$ cat src/rtl/calculator_pkg.sv
// Shared calculator definitions: button bit indices used as one-hot opcodes,
// command field widths, and the sequencer state encoding.
package calculator_pkg;

  // Button bit positions within a 5-bit one-hot op
  localparam int unsigned UP     = 0;  // multiply
  localparam int unsigned DOWN   = 1;  // clear
  localparam int unsigned LEFT   = 2;  // add
  localparam int unsigned RIGHT  = 3;  // subtract
  localparam int unsigned CENTER = 4;  // not a datapath op

  localparam int unsigned OP_W   = 5;
  localparam int unsigned OPND_W = 16;

  typedef enum logic [1:0] {
    S_IDLE,
    S_ISSUE,
    S_WAIT_DONE,
    S_RESPOND
  } seq_state_t;

  // Exactly one of UP/DOWN/LEFT/RIGHT set, and CENTER clear
  function automatic logic op_is_legal(input logic [OP_W-1:0] op);
    return !op[CENTER] && ($countones(op) == 1);
  endfunction

endpackage

$ cat src/rtl/calc_rr_sequencer_rr_arbiter.sv
// Combinational round-robin arbiter: grants the first set req bit at or
// above ptr, wrapping to bit 0.
//   req    : request vector
//   ptr    : highest-priority index
//   gnt    : one-hot grant (zero when no request)
//   gnt_id : binary index of the grant
module rr_arbiter #(
  parameter int unsigned N = 2,
  localparam int unsigned GW = (N > 1) ? $clog2(N) : 1
) (
  input  logic [N-1:0]  req,
  input  logic [GW-1:0] ptr,
  output logic [N-1:0]  gnt,
  output logic [GW-1:0] gnt_id
);

  logic found;

  // Two passes: indices >= ptr first, then the wrapped range from 0
  always_comb begin
    gnt    = '0;
    gnt_id = '0;
    found  = 1'b0;
    for (int j = 0; j < N; j++) begin
      if (!found && req[j] && (GW'(j) >= ptr)) begin
        found  = 1'b1;
        gnt[j] = 1'b1;
        gnt_id = GW'(j);
      end
    end
    for (int j = 0; j < N; j++) begin
      if (!found && req[j]) begin
        found  = 1'b1;
        gnt[j] = 1'b1;
        gnt_id = GW'(j);
      end
    end
  end

endmodule

$ cat src/rtl/calc_rr_sequencer.sv
// Shares one accumulator calculator datapath between NREQ requesters.
// Arbitrates round-robin, latches the winning command, pulses dp_start,
// waits for dp_done (bounded by TIMEOUT) and returns result with an ack.
//   req/req_op/req_operand : per-requester command inputs (held until ack)
//   ack/result/err         : completion pulse, captured accumulator, error pulse
//   busy/grant_id          : status
//   dp_start/dp_op/dp_operand, dp_done/dp_accum : datapath handshake
module calc_rr_sequencer import calculator_pkg::*; #(
  parameter int unsigned NREQ    = 2,
  parameter int unsigned BITS    = 32,
  parameter int unsigned TIMEOUT = 1024,
  localparam int unsigned GW = (NREQ > 1) ? $clog2(NREQ) : 1
) (
  input  logic                   clk,
  input  logic                   reset,
  input  logic [NREQ-1:0]        req,
  input  logic [NREQ*OP_W-1:0]   req_op,
  input  logic [NREQ*OPND_W-1:0] req_operand,
  output logic [NREQ-1:0]        ack,
  output logic [BITS-1:0]        result,
  output logic                   err,
  output logic                   busy,
  output logic [GW-1:0]          grant_id,
  output logic                   dp_start,
  output logic [OP_W-1:0]        dp_op,
  output logic [OPND_W-1:0]      dp_operand,
  input  logic                   dp_done,
  input  logic [BITS-1:0]        dp_accum
);

  localparam int unsigned CW = $clog2(TIMEOUT + 1);

  seq_state_t        state_q, state_d;
  logic [GW-1:0]     ptr_q, ptr_d;
  logic [GW-1:0]     id_q, id_d;
  logic [CW-1:0]     cnt_q, cnt_d;
  logic [OP_W-1:0]   op_q, op_d;
  logic [OPND_W-1:0] opnd_q, opnd_d;
  logic [BITS-1:0]   result_q, result_d;
  logic [NREQ-1:0]   ack_q, ack_d;
  logic              err_q, err_d;
  logic              busy_q, busy_d;
  logic              start_q, start_d;

  logic [NREQ-1:0]   arb_gnt;
  logic [GW-1:0]     arb_id;
  logic [OP_W-1:0]   sel_op;
  logic [OPND_W-1:0] sel_opnd;

  rr_arbiter #(.N(NREQ)) u_arb (
    .req    (req),
    .ptr    (ptr_q),
    .gnt    (arb_gnt),
    .gnt_id (arb_id)
  );

  // Command fields of the arbitration winner
  always_comb begin
    sel_op   = '0;
    sel_opnd = '0;
    for (int i = 0; i < NREQ; i++) begin
      if (GW'(i) == arb_id) begin
        sel_op   = req_op[i*OP_W +: OP_W];
        sel_opnd = req_operand[i*OPND_W +: OPND_W];
      end
    end
  end

  // State and output registers
  always_ff @(posedge clk) begin
    if (reset) begin
      state_q  <= S_IDLE;
      ptr_q    <= '0;
      id_q     <= '0;
      cnt_q    <= '0;
      op_q     <= '0;
      opnd_q   <= '0;
      result_q <= '0;
      ack_q    <= '0;
      err_q    <= 1'b0;
      busy_q   <= 1'b0;
      start_q  <= 1'b0;
    end else begin
      state_q  <= state_d;
      ptr_q    <= ptr_d;
      id_q     <= id_d;
      cnt_q    <= cnt_d;
      op_q     <= op_d;
      opnd_q   <= opnd_d;
      result_q <= result_d;
      ack_q    <= ack_d;
      err_q    <= err_d;
      busy_q   <= busy_d;
      start_q  <= start_d;
    end
  end

  // Next state; registered outputs are computed for the state being entered
  always_comb begin
    state_d  = state_q;
    ptr_d    = ptr_q;
    id_d     = id_q;
    cnt_d    = cnt_q;
    op_d     = op_q;
    opnd_d   = opnd_q;
    result_d = result_q;
    ack_d    = '0;
    err_d    = 1'b0;
    start_d  = 1'b0;

    case (state_q)
      S_IDLE: begin
        if (|req) begin
          id_d   = arb_id;
          op_d   = sel_op;
          opnd_d = sel_opnd;
          if (op_is_legal(sel_op)) begin
            state_d = S_ISSUE;
            start_d = 1'b1;
            cnt_d   = '0;
          end else begin
            state_d = S_RESPOND;
            ack_d   = arb_gnt;
            err_d   = 1'b1;
          end
        end
      end
      S_ISSUE: begin
        cnt_d   = cnt_q + CW'(1);
        state_d = S_WAIT_DONE;
      end
      S_WAIT_DONE: begin
        cnt_d = cnt_q + CW'(1);
        // done on the final count still counts as a normal completion
        if (dp_done) begin
          result_d = dp_accum;
          state_d  = S_RESPOND;
          ack_d    = NREQ'(1) << id_q;
        end else if (cnt_q == CW'(TIMEOUT - 1)) begin
          state_d = S_RESPOND;
          ack_d   = NREQ'(1) << id_q;
          err_d   = 1'b1;
        end
      end
      S_RESPOND: begin
        ptr_d   = (id_q == GW'(NREQ - 1)) ? '0 : id_q + GW'(1);
        state_d = S_IDLE;
      end
      default: state_d = S_IDLE;
    endcase

    busy_d = (state_d != S_IDLE);
  end

  assign ack        = ack_q;
  assign result     = result_q;
  assign err        = err_q;
  assign busy       = busy_q;
  assign grant_id   = id_q;
  assign dp_start   = start_q;
  assign dp_op      = op_q;
  assign dp_operand = opnd_q;

endmodule

$ cat config.mk
export PLATFORM = sky130hd
export DESIGN_NAME = calc_rr_sequencer
export DESIGN_NICKNAME = d
export VERILOG_FILES = /design/src/rtl/calculator_pkg.sv /design/src/rtl/calc_rr_sequencer_rr_arbiter.sv /design/src/rtl/calc_rr_sequencer.sv
export SDC_FILE = /design/constraint.sdc
export NUM_CORES = 1
export LEC_CHECK = 0
export ABC_AREA = 0
export CAP_MARGIN = 15
export CORE_MARGIN = 2
export CORE_UTILIZATION = 36
export CTS_CLUSTER_SIZE = 8
export DETAILED_ROUTE_END_ITERATION = 7
export HOLD_SLACK_MARGIN = 0.15
export PLACE_DENSITY_LB_ADDON = 0.08
export SLEW_MARGIN = 0
export SYNTH_ARGS = -nofsm -noshare
export SYNTH_HDL_FRONTEND = slang
export SYNTH_HIERARCHICAL = 1
export SYNTH_SLANG_ARGS = --single-unit
$ cat constraint.sdc
create_clock -name clk -period 3.8 [get_ports clk]
set_clock_uncertainty 0.1 [all_clocks]
set_input_delay 0.76 -clock clk [delete_from_list [all_inputs] [get_ports clk]]
set_output_delay 0.76 -clock clk [all_outputs]
set_load 0.02 [all_outputs]
After elaboration in Yosys (flattened, before gate mapping)
Index checks and enable logic that the tools add are counted.

Bits in registers: 73. Latch bits: 0. Bits in writable memories: 0. ROM bits: 0. Input port bits: 79. Output and inout port bits: 59. Logic and storage cells: 78. Memories: 0.

Add/subtract/negate cells: 6. Multiply operators: 0. Divide/modulo/power cells: 0. Order comparisons: 2. Equal/unequal tests: 7. Shifts and indexed selects: 1. Muxes and demuxes: 30. Bitwise logic cells: 2. Reduce and logical (&&, ||, !) cells: 19.

Operator list (count): $mux 11 (2); $pmux 11 s2 (1); $mux 16 (1); $mux 2 (8); $mux 1 (14); $add 11x1->11 const B (1); $eq 11x10->1 const B (1); $pmux 2 s4 (1); $logic_and 1x1->1 (6); $mux 5 (1); $add 1x1->2 (2); $add 3x1->4 (1); $eq 2x2->1 const B (2); $eq 4x1->1 const B (1); $logic_not 1->1 (4); $ne 2x2->1 const B (2); $pmux 2 s2 (1); $reduce_and 2->1 (2); $reduce_bool 2->1 (2); $reduce_or 2->1 (2); $add 2x2->3 (1); $reduce_and 3->1 (1); $reduce_or 3->1 (1); $eq 2x1->1 const B (1); other kinds (6) (8).

Longest topological paths before layout
Depth in word-level cells: 23. Mapped depth: 15. Mapped depth without buffers: 11.

Modules after synthesis
Netlist, hierarchy kept.

Modules (own cells, without submodules): calc_rr_sequencer (times used 1, cells each 359, area each 3119.2 um^2, seq. area each 1461.4 um^2); rr_arbiter (times used 1, cells each 4, area each 26.3 um^2, seq. area each 0.0 um^2).

Worst setup path after synthesis
OpenSTA, ideal clock, no wires.

Kind: input port to flip-flop. Start point: input req[1]. End point: register cnt_q[1]. Setup time: 135 ps. Arrival time: 3825 ps. Data required time: 3565 ps. Setup slack: -260 ps. Stages on the path: 13. Path buffers: 3. Cell sequence: a21boi_1 buf_2 buf_2 mux2i_1 fa_1 fa_1 inv_1 ha_1 nor3_2 a31oi_4 buf_6 o31ai_2 o41ai_1.

Word-level cells in the longest chain between the ends: 17. Elaborated cells on any way between the ends: 23. Those cells by class: add/sub (4); eq/ne (3); mux (6); reduce/logical (10).

RTL lines: start: declaration (RTL line calc_rr_sequencer.sv:16) `input logic [NREQ-1:0] req,`; $logic_and 1x1->1 (2 in series) (RTL line calc_rr_sequencer_rr_arbiter.sv:25) `if (!found && req[j] && (GW'(j) >= ptr)) begin`; $mux 1 (RTL line calc_rr_sequencer_rr_arbiter.sv:25); $logic_not 1->1 (RTL line calc_rr_sequencer_rr_arbiter.sv:32) `if (!found && req[j]) begin`; $logic_and 1x1->1 (RTL line calc_rr_sequencer_rr_arbiter.sv:32); $mux 1 (RTL line calc_rr_sequencer_rr_arbiter.sv:32); $logic_not 1->1 (RTL line calc_rr_sequencer_rr_arbiter.sv:32); $logic_and 1x1->1 (RTL line calc_rr_sequencer_rr_arbiter.sv:32); $mux 1 (RTL line calc_rr_sequencer_rr_arbiter.sv:32); $mux 5 (RTL line calc_rr_sequencer.sv:62) `if (GW'(i) == arb_id) begin`; $add 1x1->2 (not written as such) (RTL line calculator_pkg.sv:24) `return !op[CENTER] && ($countones(op) == 1);`; $add 2x2->3 (not written as such) (RTL line calculator_pkg.sv:24); $add 3x1->4 (not written as such) (RTL line calculator_pkg.sv:24); $eq 4x1->1 (RTL line calculator_pkg.sv:24); $logic_and 1x1->1 (RTL line calculator_pkg.sv:24); $ne 2x2->1 (no line); $reduce_and 3->1 (no line) (*); end signal: assignment (RTL line calc_rr_sequencer.sv:87) `cnt_q <= cnt_d;`; end: declaration (RTL line calc_rr_sequencer.sv:36) `logic [CW-1:0] cnt_q, cnt_d;`.

Mark *: on every way between the ends. The rest lies on a longest branch, timed or not. A chain may end at the register's enable or synchronous reset.

Final worst setup path
Start point: input req[0]. End point: register cnt_q[7].

Word-level cells in the longest chain between the ends: 20. Elaborated cells on any way between the ends: 26. Those cells by class: add/sub (4); eq/ne (3); mux (7); reduce/logical (12).

RTL lines: $logic_and 1x1->1 (RTL line calc_rr_sequencer_rr_arbiter.sv:25); $mux 1 (RTL line calc_rr_sequencer_rr_arbiter.sv:25); $logic_not 1->1 (RTL line calc_rr_sequencer_rr_arbiter.sv:25); $logic_and 1x1->1 (2 in series) (RTL line calc_rr_sequencer_rr_arbiter.sv:25); $mux 1 (RTL line calc_rr_sequencer_rr_arbiter.sv:25); $logic_not 1->1 (RTL line calc_rr_sequencer_rr_arbiter.sv:32); $logic_and 1x1->1 (RTL line calc_rr_sequencer_rr_arbiter.sv:32); $mux 1 (RTL line calc_rr_sequencer_rr_arbiter.sv:32); [3 not listed]; via arb_id (RTL line calc_rr_sequencer.sv:46) `logic [GW-1:0] arb_id;`; $mux 5 (*) (RTL line calc_rr_sequencer.sv:62); $add 1x1->2 (not written as such) (RTL line calculator_pkg.sv:24); $add 2x2->3 (not written as such) (RTL line calculator_pkg.sv:24); $add 3x1->4 (not written as such) (RTL line calculator_pkg.sv:24); $eq 4x1->1 (RTL line calculator_pkg.sv:24); $logic_and 1x1->1 (*) (RTL line calculator_pkg.sv:24); $ne 2x2->1 (no line) (*); $reduce_and 3->1 (no line) (*).

The timed path passes the listed nets; every way through them passes the cells marked *.

==> results_dict.tcl <==
set metrics [dict create \
    outcome "finished, final reports clean" \
    areaGrowthSynthToFinish_pct 61.6 \
    num_antenna_cells 0 \
    startpoint_type "input port" \
    fmax_mhz 277 \
    cts.reportedPaths.clkPinSlew_ns 0.08 \
    synthCells 363 \
    grt_max_degree 52 \
    port_buffers 137 \
    start_util_pct 36.6 \
    synth_cell_type_count 41 \
    place_congestion 0.817 \
    regToRegStartpoint "ptr_q" \
    leakage_nw 1.82 \
    cts_made_buffers 9 \
    cp.required_ns 3.97 \
    drt-wirelength-per-cell_um 13.7 \
    r2r-end "cnt_q[7]" \
    num_rows 34 \
    tightest_slew_ns 0.616 \
    htreeDepth 3 \
    syn_area_um2 3150 \
    setup_viol_count_final 0 \
    min_path_type "flop to flop" \
    yosys.area.top_type "dfxtp_1" \
    clkLatencyLatePin_ns 0.34 \
    stdcell_area_um2 5080 \
    hpwl_um 6020 \
    cp-end-kind "flop" \
    cap_violations 0 \
    die_w_um 97.5 \
    placed_area_um2 4720 \
    crit_arrival_ns 3.78 \
    finalHoldViolations 0 \
    ys_warn_count 6 \
    layoutNonFillerInstCount 623 \
    ys_seq_area_share_pct 46.5 \
    finalCriticalPeriod_ns 3.61 \
    timing.final.crit_share_pct 95.0 \
    drc_errors 0 \
    syn_nets 450 \
    cts_tree "built" \
    synth_area_leaders "dfxtp_1 46%, nand2_1 8.7%, mux2i_1 7.0%, a21oi_1 6.8%, a211oi_1 5.3%" \
    first_iter_violations 95 \
    clockBufferDepth 2 \
    vias 3069 \
    holdPathEnd "result[3]" \
    ioPinCount 138 \
    reg2reg_slack_ns 0.38 \
    dr.pass1.iters 4 \
    power_density_nw_per_um2 613 \
    fillers 796 \
    crit_type "input port to flop" \
    grt_first_pass_wirelength_um 14200 \
    avgSynthCellArea_um2 8.67 \
    worst_r2r_path_depth 12 \
    overflow 0 \
    total_power_mw 3.12 \
    track_usage_pct 18.3 \
    die_y_um 97.5 \
    rsz0062_at_grt "no" \
    antenna_found_initial 0 \
    hold_slack_ns 0.356 \
    max_slew_margin_pct 58.9 \
    drt-total-wl_um 8570 \
    maxSlewViolCount 0 \
    cp_max_fo 6 \
    viasPerCell 4.93 \
    die-area_um2 9500 \
    placedCellCount 600 \
    hold_depth 2 \
    holdBufCountCts 0 \
    drtAntennaViolNets 0 \
    ys_ff_latch 73 \
    coreArea_um2 8590 \
    grt_pass1_vias 2964 \
    cts-root-buf "clkbuf_8" \
    synth_top_area_share_pct 46.5 \
    layout.nets 598 \
    cts.sinks 73 \
    min_from "result[3]" \
    drive_gt1_share_pct 10.5 \
    vdd.ir_drop.worst_mv 0.280 \
]
==> cells in the mapped netlist <==
cell / instances
nor3_2: 1
o21ai_0: 5
nand4b_1: 1
mux2i_1: 22
buf_6: 1
inv_1: 12
o41a_1: 1
nand3_1: 4
a311oi_1: 1
nor3_1: 3
mux2_4: 1
clkbuf_1: 20
a21boi_1: 2
or4_1: 7
fa_1: 2
nor4_1: 2
buf_2: 2
o31ai_1: 7
o31ai_2: 1
a21boi_0: 1
or3_1: 3
ha_1: 6
o41ai_1: 1
o211ai_1: 2
clkinv_4: 1
nand4_1: 2
or2_2: 1
nand2_1: 73
buf_1: 2
a21oi_1: 43
a211oi_1: 22
and4_1: 2
and2_1: 1
a32oi_1: 1
a31oi_1: 1
nor2_1: 26
a31oi_4: 1
dfxtp_1: 73
o311ai_0: 2
o2111a_1: 1
o21bai_1: 3
==> cell type report <==
type,count,area [um2],share of cell area (%)
sequential,73,1460,28.8
inverter,13,53.8,1.06
clock inverter,4,77.6,1.53
multi-input combinational,253,1620,31.9
tap,108,135,2.66
clock buffer,11,141,2.78
timing repair buffer,161,1590,31.3
==> state kept, by name, summed over array words and instances, names as in the netlist <==
signal	cells
result	32
dp_operand	16
cnt_q	11
dp_op	5
ack	2
state_q	2
busy	1
dp_start	1
err	1
grant_id	1
ptr_q	1
==> stage by stage <==
stage | utilization [%] | setup TNS (ns) | setup slack (ns)
after floorplan | - | 0 | 0.00556
after global placement | 54.9 | -4.00 | -0.399
after detailed placement | 54.9 | -5.23 | -0.482
after CTS | 58.4 | 0 | 0.128
after global routing | 59.1 | 0 | 0.0441
final | 59.1 | 0 | 0.192
==> critical path: stages <==
cell and delay [ns]:
dlygate4sd2_1 0.27, a21boi_4 0.16, buf_12 0.14, mux2i_2 0.25, fa_1 0.48, fa_2 0.37
inv_2 0.07, ha_4 0.20, or3_1 0.37, nor4_1 0.30, o2111a_1 0.23, mux2i_1 0.18
==> timing repair <==
action	CTS	global route
pin swaps	11	3
setup buffers	5	1
gates resized for setup	9	2
cloned	1	0
endpoints found under the hold margin	0	0
setup endpoints to repair	9	7
==> worst max path at each step <==
stage	start	slack (ns)	endpoint
finish	req[0]	0.19	cnt_q[7]
detailed placement	req[1]	-0.48	cnt_q[9]
floorplan	req[1]	0.006	cnt_q[3]
global route	req[1]	0.04	cnt_q[10]
CTS	req[0]	0.13	cnt_q[8]
global placement	req[1]	-0.40	cnt_q[7]
==> per-layer routing <==
| metal | vias up | share of wire (%) | GRT usage [%] |
|---|---|---|---|
| met5 | - | 0 | 0 |
| met4 | 0 | 1.4 | 6.52 |
| met3 | 12 | 8.1 | 7.34 |
| met2 | 93 | 47 | 29.4 |
| met1 | 1385 | 44 | 22.2 |
| li1 | 1579 | - | - |
==> cells by family (layout without fill, tap and decap cells) <==
| kind of cell | count (synthesis) | in the layout | synth area share (%) |
|---|---|---|---|
| buffers and inverters | 38 | 189 | 5.01 |
| multiplexers | 23 | 23 | 7.48 |
| flip-flops | 73 | 73 | 46.5 |
| adder cells (fa/ha/maj) | 8 | 8 | 3.66 |
| AND/OR/NAND/NOR | 126 | 126 | 17.5 |
| AO/OA/AOI/OAI | 95 | 96 | 19.8 |
==> placed cells by master (no fill, tap or decap), drive strengths merged, types with 2 or more instances in the layout <==
cell type	count
mux2i	22
or3	3
fa	2
o21ai	5
clkinv	3
clkbuf	11
nor2	26
nand2	73
a31oi	3
o31ai	8
o21bai	3
a21oi	43
o311ai	2
a211oi	22
a21boi	3
nor3	4
and4	2
nor4	2
dfxtp	73
dlygate4sd2	2
ha	6
nand4	2
nand3	4
inv	12
or4	7
buf	25
clkdlybuf4s50	134
o211ai	2
bufinv	2
==> power by group <==
group          internal (mW)  switching, mW
Clock                  0.387          0.289
Combinational          0.664          0.758
Sequential             0.930         0.0893
Power figures use the tool's default switching activity.
